### src/rtl/neo_zmc2_sched_pkg.sv
// Shared types and constants for the ZMC2 fetch scheduler.
package neo_zmc2_sched_pkg;

  localparam int unsigned SLOT_LOAD  = 14;
  localparam int unsigned SLOT_W     = 4;
  localparam int unsigned FIFO_DEPTH = 2;
  localparam int unsigned CNT_W      = 2;
  localparam int unsigned CR_W       = 32;

  typedef enum logic [1:0] {
    IDLE   = 2'd0,
    FETCH0 = 2'd1,
    FETCH1 = 2'd2
  } fetch_state_t;

  typedef struct packed {
    logic [CR_W-1:0] cr;
    logic            flip;
  } cr_entry_t;

endpackage

### src/rtl/zmc2_cr_fifo.sv
// Two-entry CR word FIFO; head reads as zero when empty, push+pop may coincide.
module zmc2_cr_fifo
  import neo_zmc2_sched_pkg::*;
(
  input  logic             clk,
  input  logic             reset,
  input  logic             push,
  input  cr_entry_t        push_data,
  input  logic             pop,
  output cr_entry_t        head_c,
  output logic [CNT_W-1:0] count,
  output logic [CNT_W-1:0] count_next_c
);

  cr_entry_t        mem_q [FIFO_DEPTH];
  logic             do_pop;
  logic [CNT_W-1:0] wr_pos;
  logic             wr_en;

  assign do_pop = pop && (count != '0);
  assign head_c = (count != '0) ? mem_q[0] : '0;
  // After a pop the tail slot shifts down, so the write lands one position lower.
  assign wr_pos = do_pop ? count - CNT_W'(1) : count;
  assign wr_en  = push && (wr_pos != CNT_W'(FIFO_DEPTH));

  always_comb begin
    count_next_c = count;
    if (push && !do_pop && (count != CNT_W'(FIFO_DEPTH))) begin
      count_next_c = count + CNT_W'(1);
    end else if (!push && do_pop) begin
      count_next_c = count - CNT_W'(1);
    end
  end

  always_ff @(posedge clk) begin
    if (reset) begin
      count <= '0;
      for (int unsigned i = 0; i < FIFO_DEPTH; i++) begin
        mem_q[i] <= '0;
      end
    end else begin
      count <= count_next_c;
      if (do_pop) begin
        mem_q[0] <= mem_q[1];
      end
      if (wr_en) begin
        mem_q[wr_pos[0]] <= push_data;
      end
    end
  end

endmodule

### src/rtl/neo_zmc2_sched.sv
// ZMC2 fetch scheduler: fetches CR word pairs from ROM and issues one load per 16 enables.
// Optional NEO_ZMC2_UNDERRUN_CNT_EN adds a saturating UNDERRUN_CNT output.
module neo_zmc2_sched
  import neo_zmc2_sched_pkg::*;
#(
  parameter int unsigned ADDR_W = 21
) (
  input  logic              CLK,
  input  logic              RESET,
  input  logic              CLK_EN_12M,
  input  logic              RUN,
  input  logic              REQ_VALID,
  output logic              REQ_READY,
  input  logic [ADDR_W-1:0] REQ_ADDR,
  input  logic              REQ_FLIP,
  output logic              ROM_REQ,
  output logic [ADDR_W:0]   ROM_ADDR,
  input  logic              ROM_ACK,
  input  logic [CR_W-1:0]   ROM_DATA,
  output logic [CR_W-1:0]   CR,
  output logic              LOAD,
  output logic              H,
  output logic              EVEN,
`ifdef NEO_ZMC2_UNDERRUN_CNT_EN
  output logic [7:0]        UNDERRUN_CNT,
`endif
  output logic              UNDERRUN
);

  fetch_state_t      state_q, state_d;
  logic [ADDR_W-1:0] addr_q, addr_d;
  logic              flip_q, flip_d;
  logic              half_d;
  logic              req_ready_d;
  logic              rom_req_d;
  logic [ADDR_W:0]   rom_addr_d;
  logic              ack_c;
  logic              pop_c;
  logic [SLOT_W-1:0] slot_q;
  cr_entry_t         push_data_c;
  cr_entry_t         head_c;
  logic [CNT_W-1:0]  fifo_count;
  logic [CNT_W-1:0]  fifo_count_next_c;

  assign ack_c       = ROM_REQ && ROM_ACK;
  assign pop_c       = CLK_EN_12M && RUN && (slot_q == SLOT_W'(SLOT_LOAD));
  assign push_data_c = '{cr: ROM_DATA, flip: flip_q};

  zmc2_cr_fifo u_fifo (
    .clk          (CLK),
    .reset        (RESET),
    .push         (ack_c),
    .push_data    (push_data_c),
    .pop          (pop_c),
    .head_c       (head_c),
    .count        (fifo_count),
    .count_next_c (fifo_count_next_c)
  );

  // Fetch FSM state and registered ROM/request handshake outputs.
  always_ff @(posedge CLK) begin
    if (RESET) begin
      state_q   <= IDLE;
      addr_q    <= '0;
      flip_q    <= 1'b0;
      REQ_READY <= 1'b0;
      ROM_REQ   <= 1'b0;
      ROM_ADDR  <= '0;
    end else begin
      state_q   <= state_d;
      addr_q    <= addr_d;
      flip_q    <= flip_d;
      REQ_READY <= req_ready_d;
      ROM_REQ   <= rom_req_d;
      ROM_ADDR  <= rom_addr_d;
    end
  end

  always_comb begin
    state_d    = state_q;
    addr_d     = addr_q;
    flip_d     = flip_q;
    rom_req_d  = 1'b0;
    rom_addr_d = ROM_ADDR;
    unique case (state_q)
      IDLE: begin
        if (REQ_READY && REQ_VALID) begin
          state_d = FETCH0;
          addr_d  = REQ_ADDR;
          flip_d  = REQ_FLIP;
        end
      end
      FETCH0:  if (ack_c) state_d = FETCH1;
      FETCH1:  if (ack_c) state_d = IDLE;
      default: state_d = IDLE;
    endcase
    req_ready_d = (state_d == IDLE);
    half_d      = (state_d == FETCH1) ? ~flip_d : flip_d;
    // An outstanding request is held until acked; a new one needs FIFO room after this cycle.
    if (ROM_REQ && !ROM_ACK) begin
      rom_req_d = 1'b1;
    end else if ((state_d != IDLE) && (fifo_count_next_c < CNT_W'(FIFO_DEPTH))) begin
      rom_req_d  = 1'b1;
      rom_addr_d = {addr_d, half_d};
    end
  end

  // Slot timer and load sequencing toward the shifter.
  always_ff @(posedge CLK) begin
    if (RESET) begin
      slot_q   <= '0;
      LOAD     <= 1'b0;
      EVEN     <= 1'b0;
      CR       <= '0;
      H        <= 1'b0;
      UNDERRUN <= 1'b0;
    end else if (!RUN) begin
      slot_q <= '0;
      LOAD   <= 1'b0;
      EVEN   <= 1'b0;
    end else begin
      EVEN <= slot_q[0];
      if (CLK_EN_12M) begin
        slot_q <= slot_q + SLOT_W'(1);
        LOAD   <= pop_c;
        if (pop_c) begin
          CR <= head_c.cr;
          H  <= head_c.flip;
          if (fifo_count == '0) begin
            UNDERRUN <= 1'b1;
          end
        end
      end
    end
  end

`ifdef NEO_ZMC2_UNDERRUN_CNT_EN
  // Saturating count of load slots that found the FIFO empty.
  always_ff @(posedge CLK) begin
    if (RESET) begin
      UNDERRUN_CNT <= '0;
    end else if (pop_c && (fifo_count == '0) && (UNDERRUN_CNT != 8'hFF)) begin
      UNDERRUN_CNT <= UNDERRUN_CNT + 8'd1;
    end
  end
`endif

endmodule

### config.mk
export PLATFORM = sky130hd
export DESIGN_NAME = neo_zmc2_sched
export DESIGN_NICKNAME = d
export VERILOG_FILES = /design/src/rtl/neo_zmc2_sched_pkg.sv /design/src/rtl/zmc2_cr_fifo.sv /design/src/rtl/neo_zmc2_sched.sv
export SDC_FILE = /design/constraint.sdc
export NUM_CORES = 1
export LEC_CHECK = 0
export ABC_AREA = 1
export CAP_MARGIN = 20
export CORE_MARGIN = 2
export CORE_UTILIZATION = 55
export DETAILED_ROUTE_END_ITERATION = 7
export PLACE_DENSITY = 0.85
export SYNTH_ARGS = -nofsm -noshare
export SYNTH_HDL_FRONTEND = slang
export SYNTH_SLANG_ARGS = --single-unit
### constraint.sdc
create_clock -name CLK -period 7.78 [get_ports CLK]
set_input_delay 0.778 -clock CLK [delete_from_list [all_inputs] [get_ports CLK]]
set_output_delay 0.778 -clock CLK [all_outputs]
set_load 0.02 [all_outputs]
==> qor.txt <==
Max-Cap Viols: 0
synthesized flop and latch total: 156
final worst-path cycle share: 54.8%
first-pass GRT wire length: 21500 um
cell taking the most area after synthesis: edfxtp_1
total congestion overflow: 0
clk_skew: 0.00839 ns
Vias/cell: 5.02
worst-path maximum fanout: 67
Setup Buffers After CTS: 0
critical path required time: 7.67 ns
Root Driver: clkbuf_16
Placeable Area: 0.0114 mm2
Lkg Pwr: 3.54 nW
io pins: 120
clock transition at the registers of the reported paths: 0.06 ns
GRT Overall Usage: 21.7%
clock latency on the worst-skew pair: 0.42 ns
hpwl dp: 8550 um
1st-pass router iterations: 5
# diodes: 0
Synth cell types: 30
Crit path arrival time: 4.15 ns
share of the synthesized area in the top cell type: 31.0%
drt first-iter violations: 312
die width: 112 um
vias post-DR: 4925
CP startpoint kind: primary input
total of hold buffers inserted after clock tree synthesis: 0
critical path type: in2reg
sequential share of the synthesized area: 59.2%
P&R area growth vs syn: 28.2%
DRC: 0
Filler cells: 824
CTS tree: yes
antenna-violating nets left: 0
Total Die Area: 0.0125 mm2
Gate Count Post-Synth: 721
setup TNS: 0 ns
pin count of the biggest net entering global routing: 68
total CTS buffers: 17
min Tclk post-route: 4.26 ns
Nets: 889
routed len/inst: 13.6 um
PwrDens: 270 mW/mm2
final hold vios: 0
Synth area leaders: edfxtp_1 31%, dfxtp_1 28%, inv_1 7.8%
vias in the first global route: 4719
element type at the critical path end: flip-flop
Setup-failing EPs final: 0
clock sinks: 156
Final GP Congestion: 0.773
Max VDD drop: 0.190 mV
Final Slew Violations: 0
Rel. slew slack: 40.6%
CTS resizes: 0
most common cell after layout, fill and taps aside: inv_1
layout cell share with drive strength beyond 1: 6.56%
most frequent cells in the layout: 132 x inv_1, 121 x nand2_1, 118 x clkdlybuf4s50_1, 90 x dfxtp_1, 89 x nor2_1
final WL: 13300 um
Post-Syn Area per Cell: 8.86 um2
Post-Syn Area: 0.00639 mm2
slew at the pin with the worst max-slew slack: 0.892 ns
htree depth: 4
Port-buffer cells: 119
syn nets: 785
Initial Utilization: 56.2%
outcome: completed
Synth Warn #: 0
row count: 39
fmax: 0.235 GHz
Vert. Die Dim: 112 um
initial antenna violation count: 0
HP Class: reg2reg
Design Power: 2.21 mW
RSZ-0062 raised after global routing: no
maximum buffer depth of the clock tree: 2
==> sequential cells by signal, summed over array words and instances, names as in the netlist <==
register,cells
LOAD,1
ROM_ADDR,22
CR,32
REQ_READY,1
u_fifo.count,2
H,1
ROM_REQ,1
UNDERRUN,1
u_fifo.mem_q,66
slot_q,4
state_q,2
flip_q,1
addr_q,21
EVEN,1
==> layout make-up <==
type / count / area, um2 / area share [%]
flip-flops and latches: 156 / 3780 / 46.2
clock inverters: 11 / 91.3 / 1.12
well taps: 143 / 179 / 2.18
clock buffers: 21 / 482 / 5.88
repair buffers: 125 / 1260 / 15.4
inverters: 132 / 495 / 6.05
multi-input cells: 393 / 1900 / 23.1
==> cells in the mapped netlist <==
cell type,n
nand3_2,1
ha_1,4
o211ai_2,1
nand2_2,7
clkbuf_1,21
inv_1,132
o21ai_0,81
nor3_1,1
nor2_1,90
edfxtp_1,66
nor3b_1,2
nand4_2,1
buf_1,2
o21bai_2,2
nand4_4,2
buf_6,10
a211oi_1,1
a21oi_1,5
xor2_1,1
nand3_1,40
buf_4,1
nor2_4,1
buf_2,5
nand4_1,1
clkbuf_2,1
a31oi_1,1
o21bai_1,19
dfxtp_1,90
o21ai_1,11
nand2_1,121
==> through the flow <==
| stage | hold slack (ns) | instance area [um2] | worst slack (ns) | utilization [%] | std cells |
|---|---|---|---|---|---|
| global placement | 0.428 | 7570 | 3.34 | 66.6 | 947 |
| CTS | 0.449 | 8140 | 3.50 | 71.6 | 979 |
| floorplan | 0.422 | 6390 | 4.81 | - | 721 |
| detailed placement | 0.434 | 7570 | 3.09 | 66.6 | 947 |
| global route | 0.481 | 8190 | 3.19 | 72.0 | 981 |
| finish | 0.451 | 8190 | 3.52 | 72.0 | 981 |
==> per-layer routing <==
| metal | vias up | wire, um | track usage, % |
|---|---|---|---|
| met4 | 0 | 250 | 8.31 |
| li1 | 2469 | - | - |
| met5 | - | 0 | 0 |
| met1 | 2308 | 5510 | 24.7 |
| met3 | 21 | 707 | 7.02 |
| met2 | 127 | 6840 | 38.2 |
==> power by group <==
part / total (mW) / leakage [nW] / switching [mW] / internal [mW]
combinational: 0.445 / 1.84 / 0.263 / 0.182
sequential: 0.975 / 1.42 / 0.0362 / 0.938
clock: 0.788 / 0.280 / 0.316 / 0.473
==> critical path: stages <==
cell             delay [ns]
clkdlybuf4s50_1        0.62
nand2_2                0.10
nor2_4                 0.64
nand2_2                0.26
nand2_2                0.19
o21ai_1                0.13
o211ai_4               0.08
buf_4                  0.51
nand3_2                0.81
==> path summary, 6_finish.rpt <==
| check | from | endpoint | slack (ns) | cells after the start |
|---|---|---|---|---|
| min | u_fifo.mem_q[0][26]$_DFFE_PP_ | CR[25]$_SDFFE_PP0P_ | 0.45 | 2 |
| max | CLK_EN_12M | u_fifo.mem_q[0][11]$_DFFE_PP_ | 3.52 | 9 |
| max reg2reg | slot_q[0]$_SDFFE_PP0P_ | u_fifo.mem_q[0][11]$_DFFE_PP_ | 3.92 | 10 |
| min reg2reg | u_fifo.mem_q[0][26]$_DFFE_PP_ | CR[25]$_SDFFE_PP0P_ | 0.45 | 2 |
==> kinds of logic (layout without fill, tap and decap cells) <==
logic type	count (synthesis)	in the layout	share of synthesized area (%)
buf+inv	172	289	11.5
compound gates	121	121	10.6
flops	156	156	59.2
xor+xnor	1	1	0.137
simple gates	267	267	17.8
fa+ha+maj	4	4	0.783
(Power assumes the default switching activity.)
